<file path="config.mk">
export PLATFORM = sky130hd
export DESIGN_NAME = fetch_ctrl_flat
export DESIGN_NICKNAME = d
export VERILOG_FILES = /design/src/rtl/fetch_ctrl_if.sv /design/src/rtl/fetch_ctrl.sv /design/src/flat_wrapper.sv
export SDC_FILE = /design/constraint.sdc
export NUM_CORES = 1
export LEC_CHECK = 0
export ABC_AREA = 1
export BUFFER_PORTS_ARGS = -buffer_cell sky130_fd_sc_hd__buf_2
export CAP_MARGIN = 5
export CORE_ASPECT_RATIO = 1.2
export CORE_MARGIN = 10
export CORE_UTILIZATION = 54
export CTS_CLUSTER_SIZE = 30
export DETAILED_ROUTE_END_ITERATION = 6
export GPL_TIMING_DRIVEN = 0
export PLACE_DENSITY = 0.86
export REMOVE_ABC_BUFFERS = 1
export SLEW_MARGIN = 20
export SYNTH_ARGS = -nofsm -noshare
export SYNTH_HDL_FRONTEND = slang
export SYNTH_SLANG_ARGS = --single-unit
</file>
<file path="constraint.sdc">
create_clock -name clk -period 3.61 [get_ports clk]
set_input_delay 0.361 -clock clk [delete_from_list [all_inputs] [get_ports clk]]
set_output_delay 0.361 -clock clk [all_outputs]
set_load 0.005 [all_outputs]
</file>
<file path="src/rtl/fetch_ctrl_if.sv">
// Fetch controller bus: opcode/stall inputs and datapath controls.
// master = controller, slave = datapath side.
interface fetch_ctrl_if;
  logic [5:0] op;
  logic [5:0] funct;
  logic       hold;
  logic       pc_we;
  logic       ir_we;
  logic       branch;
  logic       jump;
  logic       ExtOp;
  logic       RegDst;
  logic       ALUSrc;
  logic       MemtoReg;
  logic       RegWrite;
  logic       MemWrite;
  logic [2:0] ALUOp;
  logic       illegal;
  logic [2:0] state;

  modport master (
    input  op, funct, hold,
    output pc_we, ir_we, branch, jump, ExtOp,
    output RegDst, ALUSrc, MemtoReg, RegWrite, MemWrite,
    output ALUOp, illegal, state
  );

  modport slave (
    output op, funct, hold,
    input  pc_we, ir_we, branch, jump, ExtOp,
    input  RegDst, ALUSrc, MemtoReg, RegWrite, MemWrite,
    input  ALUOp, illegal, state
  );
endinterface

</file>
<file path="src/rtl/fetch_ctrl.sv">
// Multi-cycle Moore controller: fetch, decode, exec, mem, writeback.
// Decode works only on the opcode latched in S_FETCH.
module fetch_ctrl #(
  parameter int unsigned MEM_LAT = 1
) (
  input logic          clk,
  input logic          reset,
  fetch_ctrl_if.master bus
);

  typedef enum logic [2:0] {
    S_FETCH  = 3'd0,
    S_DECODE = 3'd1,
    S_EXEC   = 3'd2,
    S_MEM    = 3'd3,
    S_WB     = 3'd4
  } state_t;

  localparam logic [2:0] ALU_ADD = 3'b000;
  localparam logic [2:0] ALU_SUB = 3'b001;
  localparam logic [2:0] ALU_OR  = 3'b010;
  localparam logic [2:0] ALU_SLT = 3'b011;
  localparam logic [2:0] ALU_LUI = 3'b100;

  localparam logic [3:0] CNT_LAST = 4'(MEM_LAT - 1);

  state_t     state;
  logic [3:0] cnt;
  logic [5:0] op_q;
  logic [5:0] funct_q;

  logic       is_r, is_lw, is_sw;
  logic       is_beq, is_j, is_ill;
  logic       alu_src, ext_op;
  logic [2:0] alu_op;
  logic       mem_last;

  always_comb begin
    is_r    = 1'b0;
    is_lw   = 1'b0;
    is_sw   = 1'b0;
    is_beq  = 1'b0;
    is_j    = 1'b0;
    is_ill  = 1'b0;
    alu_src = 1'b0;
    ext_op  = 1'b0;
    alu_op  = ALU_ADD;
    unique case (1'b1)
      op_q == 6'h00 && funct_q == 6'h21: is_r = 1'b1;
      op_q == 6'h00 && funct_q == 6'h23: begin
        is_r   = 1'b1;
        alu_op = ALU_SUB;
      end
      op_q == 6'h00 && funct_q == 6'h25: begin
        is_r   = 1'b1;
        alu_op = ALU_OR;
      end
      op_q == 6'h00 && funct_q == 6'h2a: begin
        is_r   = 1'b1;
        alu_op = ALU_SLT;
      end
      op_q == 6'h09: begin
        alu_src = 1'b1;
        ext_op  = 1'b1;
      end
      op_q == 6'h0d: begin
        alu_src = 1'b1;
        alu_op  = ALU_OR;
      end
      op_q == 6'h0f: begin
        alu_src = 1'b1;
        alu_op  = ALU_LUI;
      end
      op_q == 6'h23: begin
        is_lw   = 1'b1;
        alu_src = 1'b1;
        ext_op  = 1'b1;
      end
      op_q == 6'h2b: begin
        is_sw   = 1'b1;
        alu_src = 1'b1;
        ext_op  = 1'b1;
      end
      op_q == 6'h04: begin
        is_beq = 1'b1;
        alu_op = ALU_SUB;
        ext_op = 1'b1;
      end
      op_q == 6'h02: is_j = 1'b1;
      default:       is_ill = 1'b1;
    endcase
  end

  assign mem_last = (cnt == CNT_LAST);

  always_ff @(posedge clk or negedge reset) begin
    if (!reset) begin
      state   <= S_FETCH;
      cnt     <= 4'd0;
      op_q    <= 6'd0;
      funct_q <= 6'd0;
    end else if (!bus.hold) begin
      case (state)
        S_FETCH: begin
          op_q    <= bus.op;
          funct_q <= bus.funct;
          state   <= S_DECODE;
        end
        S_DECODE: begin
          if (is_j || is_ill) state <= S_FETCH;
          else                state <= S_EXEC;
        end
        S_EXEC: begin
          if (is_beq) begin
            state <= S_FETCH;
          end else if (is_lw || is_sw) begin
            state <= S_MEM;
            cnt   <= 4'd0;
          end else begin
            state <= S_WB;
          end
        end
        S_MEM: begin
          if (mem_last) state <= is_sw ? S_FETCH : S_WB;
          else          cnt   <= cnt + 4'd1;
        end
        S_WB:    state <= S_FETCH;
        default: state <= S_FETCH;
      endcase
    end
  end

  logic pc_we_d, ir_we_d, br_d, jp_d, ill_d;
  logic rw_d, mw_d, rd_d, m2r_d;
  logic src_d, ext_d;
  logic [2:0] aop_d;
  logic fire;

  always_comb begin
    pc_we_d = 1'b0;
    ir_we_d = 1'b0;
    br_d    = 1'b0;
    jp_d    = 1'b0;
    ill_d   = 1'b0;
    rw_d    = 1'b0;
    mw_d    = 1'b0;
    rd_d    = 1'b0;
    m2r_d   = 1'b0;
    src_d   = 1'b0;
    ext_d   = 1'b0;
    aop_d   = ALU_ADD;
    case (state)
      S_FETCH: ir_we_d = 1'b1;
      S_DECODE: begin
        if (is_j) begin
          jp_d    = 1'b1;
          pc_we_d = 1'b1;
        end else if (is_ill) begin
          ill_d   = 1'b1;
          pc_we_d = 1'b1;
        end
      end
      S_EXEC: begin
        src_d = alu_src;
        ext_d = ext_op;
        aop_d = alu_op;
        if (is_beq) begin
          br_d    = 1'b1;
          pc_we_d = 1'b1;
        end
      end
      S_MEM: begin
        src_d = alu_src;
        ext_d = ext_op;
        aop_d = alu_op;
        if (mem_last && is_sw) begin
          mw_d    = 1'b1;
          pc_we_d = 1'b1;
        end
      end
      S_WB: begin
        src_d   = alu_src;
        ext_d   = ext_op;
        aop_d   = alu_op;
        rw_d    = 1'b1;
        pc_we_d = 1'b1;
        rd_d    = is_r;
        m2r_d   = is_lw;
      end
      default: ;
    endcase
  end

  // Stall and reset suppress every write strobe in the same cycle.
  assign fire = reset & ~bus.hold;

  assign bus.pc_we    = pc_we_d & fire;
  assign bus.ir_we    = ir_we_d & fire;
  assign bus.branch   = br_d & fire;
  assign bus.jump     = jp_d & fire;
  assign bus.illegal  = ill_d & fire;
  assign bus.RegWrite = rw_d & fire;
  assign bus.MemWrite = mw_d & fire;
  assign bus.RegDst   = rd_d & reset;
  assign bus.MemtoReg = m2r_d & reset;
  assign bus.ALUSrc   = src_d & reset;
  assign bus.ExtOp    = ext_d & reset;
  assign bus.ALUOp    = aop_d & {3{reset}};
  assign bus.state    = state;

endmodule

</file>
<file path="src/flat_wrapper.sv">
// flat-port wrapper written by rule: the top's interface ports become plain ports
module fetch_ctrl_flat 
#(
  parameter int unsigned MEM_LAT = 1
)
  (clk, reset, bus_op, bus_funct, bus_hold, bus_pc_we, bus_ir_we, bus_branch, bus_jump, bus_ExtOp, bus_RegDst, bus_ALUSrc, bus_MemtoReg, bus_RegWrite, bus_MemWrite, bus_ALUOp, bus_illegal, bus_state);
  fetch_ctrl_if bus_i ();
  input logic clk;
  input logic reset;
  input wire logic [$bits(bus_i.op)-1:0] bus_op;
  input wire logic [$bits(bus_i.funct)-1:0] bus_funct;
  input wire logic [$bits(bus_i.hold)-1:0] bus_hold;
  output wire logic [$bits(bus_i.pc_we)-1:0] bus_pc_we;
  output wire logic [$bits(bus_i.ir_we)-1:0] bus_ir_we;
  output wire logic [$bits(bus_i.branch)-1:0] bus_branch;
  output wire logic [$bits(bus_i.jump)-1:0] bus_jump;
  output wire logic [$bits(bus_i.ExtOp)-1:0] bus_ExtOp;
  output wire logic [$bits(bus_i.RegDst)-1:0] bus_RegDst;
  output wire logic [$bits(bus_i.ALUSrc)-1:0] bus_ALUSrc;
  output wire logic [$bits(bus_i.MemtoReg)-1:0] bus_MemtoReg;
  output wire logic [$bits(bus_i.RegWrite)-1:0] bus_RegWrite;
  output wire logic [$bits(bus_i.MemWrite)-1:0] bus_MemWrite;
  output wire logic [$bits(bus_i.ALUOp)-1:0] bus_ALUOp;
  output wire logic [$bits(bus_i.illegal)-1:0] bus_illegal;
  output wire logic [$bits(bus_i.state)-1:0] bus_state;
  assign bus_i.op = bus_op;
  assign bus_i.funct = bus_funct;
  assign bus_i.hold = bus_hold;
  assign bus_pc_we = bus_i.pc_we;
  assign bus_ir_we = bus_i.ir_we;
  assign bus_branch = bus_i.branch;
  assign bus_jump = bus_i.jump;
  assign bus_ExtOp = bus_i.ExtOp;
  assign bus_RegDst = bus_i.RegDst;
  assign bus_ALUSrc = bus_i.ALUSrc;
  assign bus_MemtoReg = bus_i.MemtoReg;
  assign bus_RegWrite = bus_i.RegWrite;
  assign bus_MemWrite = bus_i.MemWrite;
  assign bus_ALUOp = bus_i.ALUOp;
  assign bus_illegal = bus_i.illegal;
  assign bus_state = bus_i.state;
  fetch_ctrl #(.MEM_LAT(MEM_LAT)) u_core (.clk(clk), .reset(reset), .bus(bus_i));
endmodule
</file>
==> results of run 1 <==
==> flip-flops by register name, summed over array words and instances, names as in the netlist <==
register          flops
u_core.op_q           6
u_core.cnt            4
u_core.bus.state      3
u_core.funct_q        6
==> repair_timing <==
| action | 4_1_cts | 5_1_grt |
|---|---|---|
| hold buffers | 0 | 1 |
| endpoints found under the hold margin | 0 | 9 |
| resized for setup | 0 | 0 |
==> path summary, 6_finish.rpt <==
path,end,cells past startpoint,from
max,bus_ALUOp[2],6,reset
min in group asynchronous,u_core.cnt[0]$_DFFE_PN0P_,2,reset
min reg2reg,u_core.funct_q[4]$_DFFE_PN0P_,1,u_core.funct_q[4]$_DFFE_PN0P_
min,u_core.funct_q[4]$_DFFE_PN0P_,2,bus_funct[4]
max in group asynchronous,u_core.op_q[2]$_DFFE_PN0P_,2,reset
max reg2reg,u_core.funct_q[3]$_DFFE_PN0P_,5,u_core.bus.state[1]$_DFFE_PN0P_
==> kinds of logic after synthesis <==
group | Yosys count | share of synthesized area, %
AND/OR/NAND/NOR | 98 | 36.7
AO/OA/AOI/OAI | 25 | 11.5
flip-flops | 19 | 36.8
multiplexers | 4 | 3.49
XOR/XNOR | 1 | 0.678
buffers and inverters | 30 | 8.82
adder cells (fa/ha/maj) | 2 | 1.94
==> report_power, final <==
group          internal (mW)  total [mW]  switching [mW]
sequential             0.301       0.392          0.0916
combinational          0.154       0.420           0.265
clock                 0.0431       0.108          0.0653
total                  0.498       0.920           0.422
==> through the flow <==
stage / utilization (%) / worst slack, ps / cell area, µm²
2_1_floorplan: - / 2080 / 1280
3_3_place_gp: 64.7 / 1630 / 1480
3_5_place_dp: 64.7 / 1590 / 1480
4_1_cts: 65.8 / 1460 / 1500
5_1_grt: 66.3 / 944 / 1510
6_report: 66.3 / 1080 / 1510
==> cell usage after synthesis, drive strengths merged <==
master,number,area [µm²]
a21oi,14,81.3
buf,1,5.00
clkbuf,1,3.75
dfrtp,19,475
ha,2,25.0
inv,28,105
mux2,4,45.0
nand2,30,130
nand3,15,90.1
nor2,45,209
nor3,5,25.0
nor3b,1,7.51
nor4,1,6.26
o21ai,8,40.0
o31ai,3,27.5
or2,1,6.26
xnor2,1,8.76
==> area by class of cell <==
type / count / share of cell area, %
sequential: 19 / 31.4
timing repair buffer: 32 / 10.9
inverter: 28 / 6.95
tap: 31 / 2.56
multi-input combinational: 130 / 46.4
clock buffer: 4 / 1.74
==> layer usage <==
metal / vias to the layer above / routed length (µm) / track usage, %
met5: - / 0 / 0
met1: 560 / 1230 / 14.3
met4: 0 / 58 / 5.71
met2: 29 / 1390 / 22.6
met3: 7 / 174 / 3.50
li1: 633 / - / -
==> worst max-delay path, cell delays in order <==
cell	delay, ps
dlygate4sd3_1	520
buf_2	400
inv_1	160
o21ai_1	320
nor3b_1	250
buf_2	150
==> layout by cell type (no fill, tap or decap) <==
master | netlist | final
nor4_1 | 1 | 1
nand2_4 | 2 | 2
or2_1 | 1 | 1
nor3_1 | 5 | 5
ha_1 | 2 | 2
a21oi_4 | 1 | 1
dlygate4sd3_1 | 0 | 1
o31ai_2 | 1 | 1
clkbuf_1 | 1 | 1
a21oi_1 | 13 | 13
nand3_2 | 3 | 3
nand2_1 | 27 | 27
nand2_2 | 1 | 1
dfrtp_1 | 19 | 19
nand3_1 | 12 | 12
nor2_4 | 3 | 3
mux2_1 | 3 | 3
inv_1 | 23 | 23
nor2_2 | 7 | 7
nor3b_1 | 1 | 1
clkbuf_4 | 0 | 3
buf_2 | 1 | 31
nor2_1 | 35 | 35
xnor2_1 | 1 | 1
o21ai_1 | 3 | 3
o31ai_1 | 2 | 2
mux2_2 | 1 | 1
inv_2 | 5 | 5
o21ai_0 | 5 | 5
==> metrics.yaml, run 1 <==
power_and_ir_drop:
  p_per_area_nw_per_um2: 608
  irDropWorstVdd_mv: 0.429
  totalPowerFinal_uw: 920
  p_leak_nw: 0.832
timing:
  finalCritPeriodShare_pct: 69.9
  fin_tns_setup_ps: 0
  hold_ws_ps: 271
  hold_viol: 0
  min_period_ps: 2530
  setup_violations: 0
  finalMaxSlewViolations: 0
  max_freq_ghz: 0.396
  rsz0062_at_grt: "false"
  fin_skew_ps: 1.26
  relSlewSlack_pct: 55.3
  tightest_slew_ps: 668
die:
  die_area_um2: 4760
  core_region_area_um2: 2280
  die_height_um: 73.6
  ios: 32
  row_count: 19
  start_util_pct: 56.6
  die_x_um: 64.6
worst_setup_path:
  crit_path_start_kind: "primary input"
  crit_path_end_kind: "output pin"
  crit_arrival_ps: 2160
  required_ps: 3250
  ff2ff_setup_slack_ps: 1920
  worstPathMaxFanout: 21
  path_class: "primary input to output pin"
clocking:
  cts_sinks: 19
  cts.htree.levels: 1
  cts_setup_buffers: 0
  clk_pin_slew_ps: 100
  clockRootBuffer: "clkbuf_4"
  numCtsBuffers: 3
  cts_tree: "done"
  ctsLongestPathBuffers: 2
  clock_latency_ps: 300
run_status:
  status: "finished clean"
detailed_routing:
  drt_pass1_iterations: 4
  drc: 0
  drtAntennaViolNets: 0
  vias: 1229
  drt_iter0_drc: 38
  via_per_inst: 5.04
  wl_per_cell_um: 11.7
  wl_mm: 2.85
logic_synthesis:
  ys_ff_latch: 19
  synth_area_um2: 1290
  synthCells: 179
  synth_cell_types: 27
  synth_warnings: 0
  yosysSeqAreaShare_pct: 36.8
  avgSynthCellArea_um2: 7.21
job:
  drv_cap: 0
worst_hold_path:
  hold_path.class: "primary input to flip-flop"
placement:
  gp_congestion: 0.840
  dp_hpwl_mm: 2.31
  port_buffers: 31
  dp_cells: 239
global_routing:
  grt_pass1_wl_mm: 5.09
  globalRouteTotalUtil_pct: 12.9
  grt_pass1_vias: 1266
  gr-total-overflow: 0
  grt_max_degree: 22
  antenna_found_initial: 0
cells_and_area:
  fill_cells: 223
  layout-drive-gt1-share_pct: 27.2
  syn2layout_area_growth_pct: 17.2
  regArea_um2: 475
  multi_input_area_um2: 702
  stdcell_count: 244
  n_antenna_cell: 0
  nets: 231
(Power assumes the default switching activity.)
==> inputs of run 2 (changes only) <==
--- a/config.mk
+++ b/config.mk
@@ -10,11 +10,11 @@
 export CAP_MARGIN = 5
 export CORE_ASPECT_RATIO = 1.2
 export CORE_MARGIN = 10
-export CORE_UTILIZATION = 54
+export CORE_UTILIZATION = 47
 export CTS_CLUSTER_SIZE = 30
 export DETAILED_ROUTE_END_ITERATION = 6
 export GPL_TIMING_DRIVEN = 0
-export PLACE_DENSITY = 0.86
+export PLACE_DENSITY = 0.8
 export REMOVE_ABC_BUFFERS = 1
 export SLEW_MARGIN = 20
 export SYNTH_ARGS = -nofsm -noshare
==> constraint.sdc (replaced) <==
create_clock -name clk -period 2.2 [get_ports clk]
set_input_delay 0.22 -clock clk [delete_from_list [all_inputs] [get_ports clk]]
set_output_delay 0.22 -clock clk [all_outputs]
set_load 0.005 [all_outputs]
==> run 2 against run 1 <==
  * Global-route usage fell by 0.45 points
  * Combinational power rose by 64%
  * Critical path depth rose by 4
  * Clock power rose by 66%
  * Final area rose by 0.33%
  * Via count fell by 2.2%
  * Critical endpoint is now bus_pc_we
  * Clock skew rose by 3.5 ps
  * Total power rose by 64%
  * Cell count rose by 0.82%
  * Core utilization fell by 7.4 points
  * Sequential power rose by 64%
  * Wire length fell by 0.14%
==> metrics.yaml, run 2 (synthesis gave the netlist of run 1 again) <==
detailed_routing:
  via_per_inst: 4.89
  drt_pass1_iterations: 4
  wl_per_cell_um: 11.6
  vias: 1202
  wl_mm: 2.85
  drtAntennaViolNets: 0
  drt_iter0_drc: 88
  drc: 0
timing:
  max_freq_ghz: 0.511
  finalCritPeriodShare_pct: 88.9
  hold_ws_ps: 114
  hold_viol: 0
  fin_tns_setup_ps: 0
  min_period_ps: 1960
  relSlewSlack_pct: 43.3
  rsz0062_at_grt: "false"
  fin_skew_ps: 4.75
  tightest_slew_ps: 847
  setup_violations: 0
  finalMaxSlewViolations: 0
  fin_ws_ps: 244
worst_setup_path:
  crit_arrival_ps: 1740
  critPathMaxStageDelay_ps: 450
  path_cells: "inv_1 > nor2_1 > nand3_1 > nand3_1 > nor2_1 > nand3_2 > nand2_1 > nand2_1 > a21oi_1 > buf_2"
  worstPathMaxFanout: 5
  path_class: "flip-flop to output pin"
  crit_path_start_kind: "flip-flop"
  cpMaxStageDelayCell: "dfrtp_1"
  crit_path_end_kind: "output pin"
  required_ps: 1980
global_routing:
  antenna_found_initial: 0
  grt_max_degree: 22
  grt_pass1_wl_mm: 5.26
  gr-total-overflow: 0
  globalRouteTotalUtil_pct: 12.5
  grt_pass1_vias: 1229
cells_and_area:
  nets: 231
  top_regs: "u_core.funct_q (6), u_core.op_q (6), u_core.cnt (4)"
  syn2layout_area_growth_pct: 17.5
  mostFrequentLayoutCells: "35 x nor2_1, 31 x buf_2, 26 x nand2_1, 23 x inv_1, 19 x dfrtp_1"
  layout-drive-gt1-share_pct: 27.7
  fill_cells: 259
  n_antenna_cell: 0
  stdcell_count: 246
  final_common_cell: "nor2_1"
clocking:
  clock_latency_ps: 300
  cts_sinks: 19
  cts_tree: "done"
  clockRootBuffer: "clkbuf_4"
  numCtsBuffers: 3
  clk_pin_slew_ps: 110
  ctsLongestPathBuffers: 2
  cts.htree.levels: 1
die:
  die_x_um: 67.8
  core_region_area_um2: 2580
  row_count: 20
  die_height_um: 77.4
  ios: 32
  start_util_pct: 50.1
  die_area_um2: 5250
placement:
  dp_worst_setup_slack_ps: 457
  port_buffers: 31
  gp_congestion: 0.781
  dp_cells: 241
  dp_hpwl_mm: 2.29
power_and_ir_drop:
  p_per_area_nw_per_um2: 995
  irDropWorstVdd_mv: 0.603
  p_leak_nw: 0.832
job:
  drv_cap: 0
worst_hold_path:
  hold_path.class: "primary input to flip-flop"
run_status:
  status: "finished clean"
==> run 2: cell types whose count changed in the layout (fill, tap and decap cells not counted) <==
cell     delta
nand2_2     +1
nand2_1     -1
==> run 2: critical path: cells and delay by family (launching register included) <==
kind / cells / cell delay (ps)
compound gates: 1 / 120
flops: 1 / 450
buf+inv: 2 / 230
simple gates: 7 / 640
==> run 2: final cells by class <==
type	count	area, µm²	share of cell area [%]
Clock buffer	4	26.3	1.73
Inverter	28	105	6.92
Multi-Input combinational cell	130	704	46.4
Sequential cell	19	475	31.3
Tap cell	33	41.3	2.72
Timing Repair Buffer	32	165	10.9
==> run 2: timing repair <==
| item | CTS | global route |
|---|---|---|
| resized for setup | 0 | 1 |
| setup endpoints to repair | 0 | 1 |
| hold buffers | 1 | 0 |
| hold endpoints to repair | 19 | 0 |
| buffers inserted | 0 | 0 |
==> run 2: worst paths after layout <==
kind / from / slack [ps] / to / cells after the start
max: u_core.op_q[1]$_DFFE_PN0P_ / 240 / bus_pc_we / 10
min reg2reg: u_core.funct_q[4]$_DFFE_PN0P_ / 510 / u_core.funct_q[4]$_DFFE_PN0P_ / 1
min: bus_funct[3] / 110 / u_core.funct_q[3]$_DFFE_PN0P_ / 2
max in group asynchronous: reset / 1090 / u_core.bus.state[0]$_DFFE_PN0P_ / 2
max reg2reg: u_core.bus.state[1]$_DFFE_PN0P_ / 710 / u_core.funct_q[4]$_DFFE_PN0P_ / 5
min in group asynchronous: reset / 590 / u_core.cnt[2]$_DFFE_PN0P_ / 2
==> run 2: routing by layer <==
layer / global-route usage (%) / wire length, µm / vias up
li1: - / - / 640
met1: 14.9 / 1260 / 528
met2: 19.6 / 1310 / 29
met3: 3.30 / 209 / 5
met4: 6.65 / 68 / 0
met5: 0 / 0 / -
==> run 2: through the flow <==
stage	area [µm²]	util [%]	total power, mW
5_1_grt	1520	58.9	1.70
2_1_floorplan	1280	-	1.16
4_1_cts	1520	58.8	1.53
6_report	1520	58.9	1.51
3_5_place_dp	1480	57.4	1.34
3_3_place_gp	1480	57.4	1.32
==> run 2: power breakdown <==
part	switching (mW)	total, mW	internal [mW]	leakage [nW]
clock network	0.109	0.179	0.0708	0.0150
registers	0.149	0.643	0.493	0.225
logic	0.435	0.689	0.254	0.592
total	0.693	1.51	0.818	0.832
